--- src/rtl/uart_tx_arbiter_pkg.sv ---
// uart_tx_arbiter_pkg: state encoding and sizing helper shared by the UART transmit arbiter files
package uart_tx_arbiter_pkg;

    typedef enum logic [2:0] {
        S_IDLE      = 3'd0,
        S_SEND      = 3'd1,
        S_WAIT_BUSY = 3'd2,
        S_WAIT_DONE = 3'd3,
        S_HOLD      = 3'd4
    } state_t;

    function automatic int idx_w(input int n);
        return (n > 1) ? $clog2(n) : 1;
    endfunction

endpackage

--- src/rtl/uart_tx_arbiter_rr_pick.sv ---
// rr_pick: combinational round-robin search starting one position past the previous owner
module rr_pick #(
    parameter int N  = 4,
    parameter int IW = $clog2(N)
) (
    input  logic [N-1:0]  req,
    input  logic [IW-1:0] ptr,
    output logic [IW-1:0] winner,
    output logic          any_req
);

    logic [IW-1:0] idx;

    // scan from the farthest position back to the nearest so the closest requester after ptr wins
    always_comb begin
        winner = '0;
        idx    = '0;
        for (int k = N; k >= 1; k--) begin
            idx = IW'((int'(ptr) + k) % N);
            if (req[idx]) winner = idx;
        end
    end

    assign any_req = |req;

endmodule

--- src/rtl/uart_tx_arbiter.sv ---
// uart_tx_arbiter: shares one byte-serial UART transmitter among NUM_REQ requesters with message locking
module uart_tx_arbiter
    import uart_tx_arbiter_pkg::*;
#(
    parameter int NUM_REQ      = 4,
    parameter int HOLD_TIMEOUT = 1024
) (
    input  logic                      clk,
    input  logic                      rst_n,
    input  logic [NUM_REQ-1:0]        req_valid,
    input  logic [8*NUM_REQ-1:0]      req_data,
    input  logic [NUM_REQ-1:0]        req_last,
    output logic [NUM_REQ-1:0]        req_ready,
    output logic [7:0]                uart_data,
    output logic                      uart_start,
    input  logic                      uart_ready,
    output logic [idx_w(NUM_REQ)-1:0] grant_id,
    output logic                      busy,
    output logic                      hold_expired
);

    localparam int IDX_W = idx_w(NUM_REQ);
    localparam int CNT_W = $clog2(HOLD_TIMEOUT + 1);

    state_t           state;
    logic             last_q;
    logic [CNT_W-1:0] hold_cnt;
    logic [IDX_W-1:0] winner;
    logic [IDX_W-1:0] sel;
    logic             any_req;
    logic             take;

    rr_pick #(
        .N  (NUM_REQ),
        .IW (IDX_W)
    ) u_pick (
        .req     (req_valid),
        .ptr     (grant_id),
        .winner  (winner),
        .any_req (any_req)
    );

    // a byte is taken either from the fresh round-robin winner or from the locked owner mid-message
    always_comb begin
        sel       = (state == S_HOLD) ? grant_id : winner;
        take      = (state == S_IDLE) ? (uart_ready & any_req) :
                    (state == S_HOLD) ? req_valid[grant_id] : 1'b0;
        req_ready = take ? (NUM_REQ'(1) << sel) : '0;
    end

    assign busy = (state != S_IDLE);

    // transmitter handshake sequencing, byte capture and lock timeout
    always_ff @(posedge clk or negedge rst_n) begin
        if (!rst_n) begin
            state        <= S_IDLE;
            uart_start   <= 1'b0;
            uart_data    <= '0;
            last_q       <= 1'b0;
            grant_id     <= IDX_W'(NUM_REQ - 1);
            hold_cnt     <= '0;
            hold_expired <= 1'b0;
        end else begin
            uart_start   <= 1'b0;
            hold_expired <= 1'b0;
            if (take) begin
                uart_data  <= req_data[{sel, 3'b000} +: 8];
                last_q     <= req_last[sel];
                grant_id   <= sel;
                uart_start <= 1'b1;
                state      <= S_SEND;
            end else begin
                case (state)
                    S_IDLE:      state <= S_IDLE;
                    S_SEND:      state <= S_WAIT_BUSY;
                    S_WAIT_BUSY: if (!uart_ready) state <= S_WAIT_DONE;
                    S_WAIT_DONE: if (uart_ready) begin
                        state    <= last_q ? S_IDLE : S_HOLD;
                        hold_cnt <= '0;
                    end
                    S_HOLD: if (hold_cnt == CNT_W'(HOLD_TIMEOUT - 1)) begin
                        hold_expired <= 1'b1;
                        state        <= S_IDLE;
                    end else begin
                        hold_cnt <= hold_cnt + 1'b1;
                    end
                    default:     state <= S_IDLE;
                endcase
            end
        end
    end

endmodule

--- config.mk ---
export PLATFORM = sky130hd
export DESIGN_NAME = uart_tx_arbiter
export DESIGN_NICKNAME = d
export VERILOG_FILES = /design/src/rtl/uart_tx_arbiter_pkg.sv /design/src/rtl/uart_tx_arbiter_rr_pick.sv /design/src/rtl/uart_tx_arbiter.sv
export SDC_FILE = /design/constraint.sdc
export NUM_CORES = 1
export LEC_CHECK = 0
export ABC_CLOCK_PERIOD_IN_PS = 6900
export CORE_ASPECT_RATIO = 0.75
export CORE_MARGIN = 2
export CORE_UTILIZATION = 30
export DETAILED_ROUTE_END_ITERATION = 10
export GPL_TIMING_DRIVEN = 0
export MAX_ROUTING_LAYER = met4
export PLACE_DENSITY = 0.59
export SYNTH_ARGS = -nofsm -noshare
export SYNTH_HDL_FRONTEND = slang
export SYNTH_SLANG_ARGS = --single-unit
--- constraint.sdc ---
create_clock -name clk -period 6.9 [get_ports clk]
set_clock_uncertainty 0.1 [all_clocks]
set_input_delay 1.725 -clock clk [delete_from_list [all_inputs] [get_ports clk]]
set_output_delay 1.725 -clock clk [all_outputs]
set_load 0.005 [all_outputs]
==> run metrics, run 1 <==
post-synthesis compound-gate area fraction 23.5%; area grow syn2layout 41.2%; die extent in x 92.0 µm; sum of negative setup slack 0 ns; GR Util All Layers 15.9%; DR pass1 iterations 4; fin area 2460 µm²; # port buffers 58; area leader, netlist dfrtp_1; postcts setup bufs 0; final setup vio count 0; met1 usage in global routing 22.1%; layout cell share with drive strength beyond 1 9.92%; CP max FO 10; Via density 5.05; Syn Area/Cell 9.69 µm²; HP Class flop to flop; largest family of logic cells by synthesized area compound AO/OA/AOI/OAI gates; status completed; Yosys cell types 46; Die Y 70.0 µm; GR Util met2 22.9%; Fmax achieved 159 MHz; post-synthesis sequential area ratio 38.9%; critical path's slowest cell or4_4; cell family with most CP delay buffers and inverters; Reg area 678 µm²; Async SR Flop Fraction 100%; initial antenna violation count 0; RSZ-0062 raised after global routing false; CTS tree built; worst-margin pin slew 1.02 ns; DR DRC count 0; clk slew on worst S/H paths 0.10 ns; worst endpoint data arrival time 4.47 ns; cts repair resizes 0; floorplan row count 24; cell area after synthesis 1740 µm²; fill count 580; Fin. Hold Viols 0; CTS sink count 27; DR iter-0 viols 67; syn_nets 224; Max clock buf depth 2; grt ovf 0; number of synthesized register bits 27; hold_buf cts 0; Final HPWL DP 3430 µm; global route hottest layer met2; Post-DP Area 2420 µm²; LEAKAGE 0.925 nW; Post-Syn Instances 180; post-synthesis mux area share 7.03%; DRT antenna net count 0; Vias 1,615; Worst Hold Slack 0.418 ns; H-tree level count 1; Initial Util 30.6%; relative slew slack 31.7%; I/O Pins 60; Worst EP required 5.08 ns; Buf/Inv on CP 4; largest stage delay on the critical path 0.59 ns; Final min period 6.29 ns; Yosys top cell area share 35.9%; worst skew pair latency 0.28 ns; crit path cell chain clkdlybuf4s50_1, or4_4, a32oi_4, inv_4, and2_1, clkbuf_1, and2_1, clkdlybuf4s50_1; Startpoint Class input pin; Syn. warnings 0; Max VDD drop 0.000136 V; fraction of the mapped netlist area in simple logic gates 21.9%; number of synthesized flops with an enable pin 0; vias in the first global route 1,630; WL final 4720 µm; adder-cell share of the synthesized area 0.717%; WL per Instance 14.7 µm; largest net degree at the start of global routing 28; final estimated routing congestion in global placement 0.767; cts bufs inserted 3; main area contributors after synthesis dfrtp_1, mux2i_1, a211o_1, nor3b_1, a22oi_1; Clk Tree Root Cell clkbuf_8; pwr/cell area 291 nW/µm²; commonest non-fill, non-tap cell in the layout clkdlybuf4s50_1; Crit. End Element output port; Pins Over Slew Limit 0; Post-Synth XOR/XNOR Area 4.02%; area of the multi-input gates 996 µm²; Final #Nets 287; most frequent cells in the layout clkdlybuf4s50_1, dfrtp_1, nand2_1; die area 6450 µm²; Max-cap violations 0; # diodes 0; GR Util met3 4.85%; area of the core 5710 µm²; Synth Flop Type dfrtp_1; first-pass GRT wire length 7870 µm; critical path class input pin to output port; fin crit share 91.2%
routing by layer:
metal | vias to the layer above | share of wire, %
met5 | - | 0
met4 | 0 | 0.89
met3 | 5 | 8.1
met2 | 58 | 40
met1 | 753 | 51
li1 | 799 | -
kinds of logic (layout without fill, tap and decap cells):
kind of cell               Yosys count  after routing
and+or+nand+nor                     67             67
AOI/OAI and AO/OA                   51             51
DFF                                 27             27
buffers and inverters               15             77
muxes                               11             11
xor gates and xnor gates             8              8
adders and majority gates            1              1
worst paths after layout:
path / startpoint / endpoint / slack, ns / cells past startpoint
max: req_valid[0] / req_ready[1] / 0.61 / 8
min: last_q / state[2] / 0.42 / 1
max reg2reg: grant_id[1] / hold_expired / 4.24 / 6
min reg2reg: last_q / state[2] / 0.42 / 1
max in group asynchronous: rst_n / hold_cnt[5] / 4.95 / 1
min in group asynchronous: rst_n / hold_cnt[8] / 1.35 / 1
final cells by class:
cell class                 instances  area share [%]
buffer                            10            1.98
clock buffer                       3            1.68
clock inverter                     1           0.203
inverter                           5           0.863
multi-input combinational        138            40.4
sequential                        27            27.5
tap                               78            3.96
timing repair buffer              58            23.4
metrics by stage:
stage | cells | total power, mW | setup WS, ns | utilization [%]
2_1_floorplan | 180 | 0.469 | 1.79 | -
3_3_place_gp | 316 | 0.629 | 0.602 | 42.5
3_5_place_dp | 316 | 0.630 | 0.616 | 42.5
4_1_cts | 320 | 0.725 | 0.598 | 43.3
5_1_grt | 320 | 0.777 | 0.456 | 43.2
6_report | 320 | 0.718 | 0.607 | 43.2
synthesized netlist by cell type, drive strengths merged, types with 2 or more instances:
cell type	n
o21ai	7
or2	2
xor2	6
o21bai	2
xnor2	2
dfstp	2
a211o	9
nand2	14
nor4	4
and2	2
o22ai	9
inv	5
buf	5
nand4	3
nor3	4
a22oi	9
a21oi	7
dfrtp	25
nand2b	2
nor3b	11
nand3	9
nor2	11
mux2i	10
clkbuf	5
registers in the layout, summed over array words and instances (netlist names):
name and count:
grant_id 2, hold_cnt 11, hold_expired 1, last_q 1, state 3, uart_data 8, uart_start 1
power by group:
| group | switching, mW | internal, mW |
|---|---|---|
| clock network | 0.0521 | 0.0406 |
| registers | 0.0351 | 0.206 |
| logic | 0.188 | 0.195 |
worst register-to-register path, cell delays in order, from the launching register on:
cell	delay (ns)
dfstp_2	0.54
clkbuf_1	0.31
mux4_2	0.39
a32oi_4	0.37
inv_4	0.13
buf_1	0.28
nor4_1	0.40
Note: power is estimated with default switching activity, not from simulation.
==> run 2: changes to the inputs <==
REMOVE_ABC_BUFFERS = 1   (was default)
==> run 2 against run 1 <==
Compared with the run above:
- sequential cell count unchanged
- critical path depth down 2
- first-iteration DRC count up 88%
- non-clock buffer count down 9
- global-route usage about the same
- die area unchanged
- count of clock-buffer cells in the layout up 1
- largest power group unchanged
==> run metrics, run 2 (same netlist as run 1, synthesis figures left out) <==
Clk Tree Root Cell clkbuf_8; fin area 2430 µm² (-1.4%); pwr/cell area 289 nW/µm² (-0.61%); die extent in x 92.0 µm (unchanged); worst endpoint data arrival time 4.76 ns (+0.29 ns); critical path's slowest cell nor2_1; Worst Hold Depth 1 (unchanged); status completed; layout cell share with drive strength beyond 1 8.58% (-1.3 points); H-tree level count 1 (unchanged); registers with the most flip-flops hold_cnt x11, uart_data x8, state x3; cts bufs inserted 3 (unchanged); final setup vio count 0 (unchanged); area of the core 5710 µm² (unchanged); first-pass GRT wire length 8000 µm (+1.7%); pre-CTS WS -0.219 ns (-0.834 ns); DR DRC count 0 (unchanged); GR Util All Layers 15.9% (-0.016 points); setup slack after layout 0.320 ns (-0.287 ns); LEAKAGE 0.904 nW (-2.3%); Crit. End Element output port; CTS sink count 27 (unchanged); Worst Hold Slack 0.369 ns (-0.0486 ns); Final min period 6.58 ns (+0.287 ns); Worst EP required 5.08 ns (about the same); GR Util met3 3.78% (-1.1 points); vias in the first global route 1,614 (-0.98%); Fmax achieved 152 MHz (-4.4%); final estimated routing congestion in global placement 0.771 (+0.52%); max reg flops 11 (unchanged); global route hottest layer met2; largest net degree at the start of global routing 28 (unchanged); RSZ-0062 raised after global routing false; floorplan row count 24 (unchanged); die area 6450 µm² (unchanged); WL per Instance 15.2 µm (+2.9%); # port buffers 59 (+1.7%); Final #Nets 278 (-3.1%); I/O Pins 60 (unchanged); WL final 4720 µm (about the same); cts repair resizes 1 (+1); area grow syn2layout 39.2%; crit path cell chain clkdlybuf4s50_1, a21oi_1, o31a_1, nor2_1, and2_1, clkdlybuf4s50_1; Post-DP Area 2380 µm² (-1.6%); CP max FO 12 (+2); cell repeated most along the worst path clkdlybuf4s50_1; Via density 5.20 (+3.0%); R2R cell count 5 (-1); Die Y 70.0 µm (unchanged); Pins Over Slew Limit 0 (unchanged); GR Util met2 23.7% (+0.82 points); commonest non-fill, non-tap cell in the layout clkdlybuf4s50_1; Initial Util 30.6% (unchanged); worst-margin pin slew 1.30 ns (+0.281 ns); Max-cap violations 0 (unchanged); HP Class flop to flop; DRT antenna net count 0 (unchanged); grt ovf 0 (unchanged); worst skew pair latency 0.27 ns (about the same); postcts setup bufs 0 (unchanged); DR pass1 iterations 4 (unchanged); Reg with most FFs hold_cnt; largest stage delay on the critical path 1.04 ns (+0.45 ns); most frequent cells in the layout clkdlybuf4s50_1, dfrtp_1, nand2_1; # diodes 0 (unchanged); hold_buf cts 0 (unchanged); Vias 1,617 (+0.12%); sum of negative setup slack 0 ns (unchanged); initial antenna violation count 0 (unchanged); Max clock buf depth 2 (unchanged); clk slew on worst S/H paths 0.09 ns (about the same); CTS tree built; FF-to-FF setup slack 3.93 ns (-0.31 ns); critical path class input pin to output port; met1 usage in global routing 22.7% (+0.57 points); Fin. Hold Viols 0 (unchanged); relative slew slack 13.2% (-18 points); Startpoint Class input pin; Max VDD drop 0.0000916 V (-32%); fin crit share 95.4% (+4.2 points); DR iter-0 viols 126 (+88%); Final HPWL DP 3380 µm (-1.6%)
-- run 2: changes by cell type in the layout (fill, tap and decap cells not counted) --
| cell | delta |
|---|---|
| clkbuf_1 | -4 |
| buf_2 | -3 |
| clkdlybuf4s50_1 | +1 |
| buf_6 | -1 |
| nor3_1 | -1 |
| buf_1 | -1 |
| clkinv_2 | -1 |
| nor3_2 | +1 |
-- run 2: layer usage --
layer | up-vias | routed length (µm)
met4 | 0 | 17
met2 | 70 | 2060
met1 | 759 | 2260
met3 | 2 | 375
li1 | 786 | -
met5 | - | 0
-- run 2: cell type report --
type | count | area (µm²)
inverter | 5 | 21.3
tap | 78 | 97.6
clock buffer | 4 | 45.0
sequential | 27 | 678
multi-input combinational | 138 | 1000
timing repair buffer | 59 | 586
fill | 571 | 3280
-- run 2: critical path, delay by kind of cell --
kind | cells | cell delay [ns]
buffers and inverters | 2 | 1.17
and+or+nand+nor | 2 | 1.29
AOI/OAI and AO/OA | 2 | 0.57
-- run 2: worst paths after layout --
kind | end | from
max | req_ready[1] | req_valid[1]
min | state[2] | last_q
max reg2reg | uart_data[0] | state[0]
min reg2reg | state[2] | last_q
max in group asynchronous | uart_data[0] | rst_n
min in group asynchronous | hold_expired | rst_n
-- run 2: per-stage QoR --
step / util [%] / instances / power [mW]
floorplan: - / 170 / 0.457
global placement: 41.8 / 307 / 0.617
detailed placement: 41.8 / 307 / 0.620
CTS: 42.7 / 311 / 0.713
global route: 42.6 / 311 / 0.758
finish: 42.6 / 311 / 0.703
-- run 2: where the power goes --
part           switching, mW  total (mW)  internal (mW)
combinational          0.179       0.367          0.189
clock                 0.0482      0.0896         0.0413
sequential            0.0396       0.246          0.207
total                  0.267       0.703          0.436
==> run 3: changes to the inputs <==
CAP_MARGIN = 0   (was default)
==> results of run 3 <==
Final layout, timing and power as in run 2 (identical DEF).
